$ cat src/rtl/lbu_ptr_op_issuer.sv
// lbu_ptr_op_issuer: line-buffer pointer-op initiator with a modulo-DEPTH shadow pointer
//   Ports:
//     clk, rst        clock, async active-high reset
//     cmd_*           traversal command (valid/ready, rst_first, dir, stride, len)
//     op_*            pointer-op link to the register block (valid/ready, code, stride)
//     ptr_shadow      shadow copy of the pointer, modulo DEPTH
//     wrap_pulse      one-cycle pulse when a step wraps around
//     done_pulse      one-cycle pulse when a command completes
//     busy            FSM not idle
//     stall_cnt       saturating backpressure cycle count (LBU_PTR_OP_ISSUER_STALL_CNT_EN only)
//   Optional macro: LBU_PTR_OP_ISSUER_STALL_CNT_EN
module lbu_ptr_op_issuer #(
  parameter int P_MODE = 3,
  parameter int P_STRIDE = 3,
  parameter int PTR_W = 8,
  parameter int DEPTH = 16,
  parameter int LEN_W = 8,
  parameter logic [P_MODE-1:0] P_PTROPNONE = 3'd0,
  parameter logic [P_MODE-1:0] P_PTROPRST = 3'd1,
  parameter logic [P_MODE-1:0] P_PTROPINCR = 3'd2,
  parameter logic [P_MODE-1:0] P_PTROPDECR = 3'd3
) (
  input  logic                clk,
  input  logic                rst,
  input  logic                cmd_valid,
  output logic                cmd_ready,
  input  logic                cmd_rst_first,
  input  logic                cmd_dir,
  input  logic [P_STRIDE-1:0] cmd_stride,
  input  logic [LEN_W-1:0]    cmd_len,
  output logic                op_valid,
  input  logic                op_ready,
  output logic [P_MODE-1:0]   op_code,
  output logic [P_STRIDE-1:0] op_stride,
  output logic [PTR_W-1:0]    ptr_shadow,
  output logic                wrap_pulse,
  output logic                done_pulse,
  output logic                busy
`ifdef LBU_PTR_OP_ISSUER_STALL_CNT_EN
  ,
  output logic [15:0]         stall_cnt
`endif
);
  typedef enum logic [1:0] {IDLE, RST, STEP, DONE} state_t;
  localparam logic [PTR_W:0] DEPTH_X = (PTR_W+1)'(DEPTH);
  state_t state_q, state_d;
  logic dir_q, dir_d, wrap_q, wrap_d;
  logic [P_STRIDE-1:0] stride_q, stride_d;
  logic [LEN_W-1:0] len_q, len_d;
  logic [PTR_W-1:0] ptr_q, ptr_d;
  logic [PTR_W:0] ptr_x, str_x, inc_s, nxt_s;
  logic inc_w, dec_w;
  // One extra bit keeps the incremented sum and the decrement borrow exact before folding back into [0, DEPTH).
  assign ptr_x = {1'b0, ptr_q};
  assign str_x = (PTR_W+1)'(stride_q);
  assign inc_s = ptr_x + str_x;
  assign inc_w = inc_s >= DEPTH_X;
  assign dec_w = ptr_x < str_x;
  assign nxt_s = dir_q ? (dec_w ? ptr_x + DEPTH_X - str_x : ptr_x - str_x)
                       : (inc_w ? inc_s - DEPTH_X : inc_s);
  always_ff @(posedge clk or posedge rst)
    if (rst) begin
      state_q  <= IDLE;
      dir_q    <= 1'b0;
      stride_q <= '0;
      len_q    <= '0;
      ptr_q    <= '0;
      wrap_q   <= 1'b0;
    end else begin
      state_q  <= state_d;
      dir_q    <= dir_d;
      stride_q <= stride_d;
      len_q    <= len_d;
      ptr_q    <= ptr_d;
      wrap_q   <= wrap_d;
    end
  // op_valid is constant-high in RST and STEP, so op_ready alone marks a handshake there.
  always_comb begin
    state_d  = state_q;
    dir_d    = dir_q;
    stride_d = stride_q;
    len_d    = len_q;
    ptr_d    = ptr_q;
    wrap_d   = 1'b0;
    case (state_q)
      IDLE: if (cmd_valid) begin
        dir_d    = cmd_dir;
        stride_d = cmd_stride;
        len_d    = cmd_len;
        state_d  = cmd_rst_first ? RST : (|cmd_len ? STEP : DONE);
      end
      RST: if (op_ready) begin
        ptr_d   = '0;
        state_d = |len_q ? STEP : DONE;
      end
      STEP: if (op_ready) begin
        ptr_d   = nxt_s[PTR_W-1:0];
        wrap_d  = dir_q ? dec_w : inc_w;
        len_d   = len_q - LEN_W'(1);
        state_d = len_q == LEN_W'(1) ? DONE : STEP;
      end
      default: state_d = IDLE;
    endcase
  end
  always_comb begin
    op_valid   = state_q == RST || state_q == STEP;
    op_code    = state_q == RST ? P_PTROPRST
               : state_q == STEP ? (stride_q == '0 ? P_PTROPNONE : (dir_q ? P_PTROPDECR : P_PTROPINCR))
               : P_PTROPNONE;
    op_stride  = state_q == STEP ? stride_q : '0;
    done_pulse = state_q == DONE;
    busy       = state_q != IDLE;
    cmd_ready  = state_q == IDLE && !rst;
    ptr_shadow = ptr_q;
    wrap_pulse = wrap_q;
  end
`ifdef LBU_PTR_OP_ISSUER_STALL_CNT_EN
  logic [15:0] stall_q, stall_d;
  always_comb
    stall_d = (state_q == IDLE && cmd_valid) ? '0
            : (op_valid && !op_ready && stall_q != 16'hFFFF) ? stall_q + 16'd1 : stall_q;
  always_ff @(posedge clk or posedge rst)
    if (rst) stall_q <= '0;
    else stall_q <= stall_d;
  assign stall_cnt = stall_q;
`endif
endmodule
$ cat config.mk
export PLATFORM = sky130hd
export DESIGN_NAME = lbu_ptr_op_issuer
export DESIGN_NICKNAME = d
export VERILOG_FILES = /design/src/rtl/lbu_ptr_op_issuer.sv
export SDC_FILE = /design/constraint.sdc
export NUM_CORES = 1
export LEC_CHECK = 0
export CORE_MARGIN = 2
export CORE_UTILIZATION = 45
export CTS_CLUSTER_DIAMETER = 80
export DETAILED_ROUTE_END_ITERATION = 12
export PLACE_DENSITY = 0.69
export SLEW_MARGIN = 20
export SYNTH_ARGS = -nofsm -noshare
export SYNTH_HDL_FRONTEND = slang
export SYNTH_SLANG_ARGS = --single-unit
$ cat constraint.sdc
create_clock -name clk -period 3 [get_ports clk]
set_input_delay 0.6 -clock clk [delete_from_list [all_inputs] [get_ports clk]]
set_output_delay 0.6 -clock clk [all_outputs]
set_load 0.005 [all_outputs]
==> metrics.txt <==
Finished Cell Area=2730 um2; Synth top area share=25.2%; switch share=48.8%; crit path capture type=flop; max-cap violations=0; drc violations=0; final hold viol count=0; Sequential Power Share=20.5%; kind of critical path=reg -> reg; Post-synth EDFFs=0; Pins Over Slew Limit=0; switching power of the nets=1.51 mW; syn nets=316; Synth area leaders=dfrtp_1 (25%), ha_1 (14%), inv_1 (4.8%); Rows=25; Ys Warns=0; largest net degree at the start of global routing=27; Peak VDD IR=649 uV; DR vias/cell=5.45; CTS root buf=clkbuf_8; count of state elements after synthesis=23; Synth Instances=270; I/O Pins=36; RePlAce Congestion=0.940; Bufs on Longest Clock Path=2; Area after DPL=2690 um2; H-tree lvl count=1; Final Worst Setup Slack=0.246 ns; setup bufs post-CTS=0; DR pass1 iterations=4; synth unique cells=50; Worst Path Required=3.15 ns; number of global-route vias before repair=1920; Post-Place Worst Slack=0.259 ns; CTS tree=built; RSZ-0062 raised after global routing=false; initial antenna violation count=0; clk_skew=0.00253 ns; Initial Util=47.4%; final WL=5400 um; PD cells=1130 nW/um2; iteration-0 DRC count of the detailed router=121; P&R area growth vs syn=19.7%; detailed-route via count=2016; ANT nets after route=0; Yosys top cell by area=dfrtp_1; sequential area share after synthesis=25.2%; Worst Path Arrival=2.91 ns; Leak Pwr=1.15 nW; die height=75.2 um; cell internal pwr=1.59 mW; core box area=4820 um2; Chip Width=75.2 um; grt ovf=0; top-count cell post-synth=inv_1; first-pass GRT wire length=9130 um; Most used DFF post-synth=dfrtp_1; syn avg cell area=8.45 um2; final worst path period need=2.75 ns; nets=350; share of cells above drive strength 1=7.59%; worst-path fanout max=4; clock latency at the later pin of the worst-skew pair=0.27 ns; logic gate share of total power=73.2%; DIE AREA=5650 um2; setup violators final=0; Clock power frac=6.3%; post-synthesis cell area=2280 um2; setup_tns=0 ns; hold crit path type=reg -> reg; clock sinks=23; GRT Util Overall=21.1%; Startpoint Class=flop; post-CTS sizing=0; status=finished, final reports clean; Post-synth ARST share=100%; Reg clk slew, reported paths=0.08 ns; cts bufs inserted=3; hpwl dp=4310 um; most instantiated cells after synthesis=inv_1 (29), nand2_1 (26), ha_1 (25); antenna cells=0; IO buf count=34; final core utilization=56.7%; CTS Hold Bufs=0; wire per inst=14.6 um; FMAX=0.363 GHz; Tcrit/Tclk final=91.8%
==> kinds of logic after synthesis <==
kind of cell               share of synthesized area, %
buffers and inverters                              8.28
adders and majority gates                          17.2
muxes                                              3.35
xor gates and xnor gates                           4.22
DFF                                                25.2
AOI/OAI and AO/OA                                  20.6
other                                             0.164
and+or+nand+nor                                    20.9
==> state kept, by name (all words and copies together) (netlist names) <==
register    count
len_q           8
ptr_shadow      8
stride_q        3
state_q         2
dir_q           1
wrap_pulse      1
==> through the flow <==
stage          power (mW)  instances  hold WS (ns)
2_1_floorplan        2.23        270         0.488
3_3_place_gp         2.88        366         0.514
3_5_place_dp         2.90        366         0.523
4_1_cts              3.11        370         0.541
5_1_grt              3.42        370         0.585
6_report             3.10        370         0.535
==> critical path: stages, from the launching register on <==
cell      delay [ns]
dfrtp_1         0.42
inv_1           0.14
ha_1            0.29
ha_1            0.25
fa_1            0.38
nor2b_1         0.16
o31ai_1         0.27
a211oi_1        0.13
a31oi_1         0.16
nand3_1         0.09
or3_1           0.36
==> cell usage in the layout, fill, tap and decap left out, types with 6 or more instances in the layout <==
cell type and count:
nand3_1 7, nand2_1 26, nor2_1 20, dfrtp_1 23
ha_1 25, buf_4 8, nor3_1 7, xnor2_1 10
a21oi_1 13, clkdlybuf4s50_1 34, nand4_1 6, o21ai_0 12
inv_1 29
==> cell type report <==
cell class	instances	area (um2)
Inverter	29	109
Sequential cell	23	576
Timing Repair Buffer	42	400
Tap cell	67	83.8
Fill cell	483	2090
Clock buffer	4	45.0
Multi-Input combinational cell	205	1520
==> power by group through the flow <==
stage	Combinational, mW	Clock (mW)	Sequential [mW]
final	2.27	0.196	0.636
after global routing	2.54	0.217	0.666
after CTS	2.27	0.206	0.636
after detailed placement	2.26	0	0.643
after global placement	2.25	0	0.632
after floorplan	1.63	0	0.596
==> worst paths after layout <==
kind	from	to	slack (ns)	cells after the start
worst max-delay path	stride_q[1]$_DFFE_PP0P_	ptr_shadow[7]$_DFFE_PP0P_	0.25	10
worst min-delay path	len_q[1]$_DFFE_PP0P_	len_q[1]$_DFFE_PP0P_	0.53	2
worst max register to register	stride_q[1]$_DFFE_PP0P_	ptr_shadow[7]$_DFFE_PP0P_	0.25	10
worst min register to register	len_q[1]$_DFFE_PP0P_	len_q[1]$_DFFE_PP0P_	0.53	2
max in group asynchronous	rst	dir_q$_DFFE_PP0P_	2.07	3
min in group asynchronous	rst	len_q[1]$_DFFE_PP0P_	0.69	3
==> routing by layer <==
metal	vias up	part of all wire, %	GRT usage [%]
met1	943	44	28.9
met4	0	1.4	5.26
met5	-	0	0
met2	54	49	35.9
li1	1012	-	-
met3	7	5.2	2.41
No activity file was read; power rests on OpenSTA's default activity.
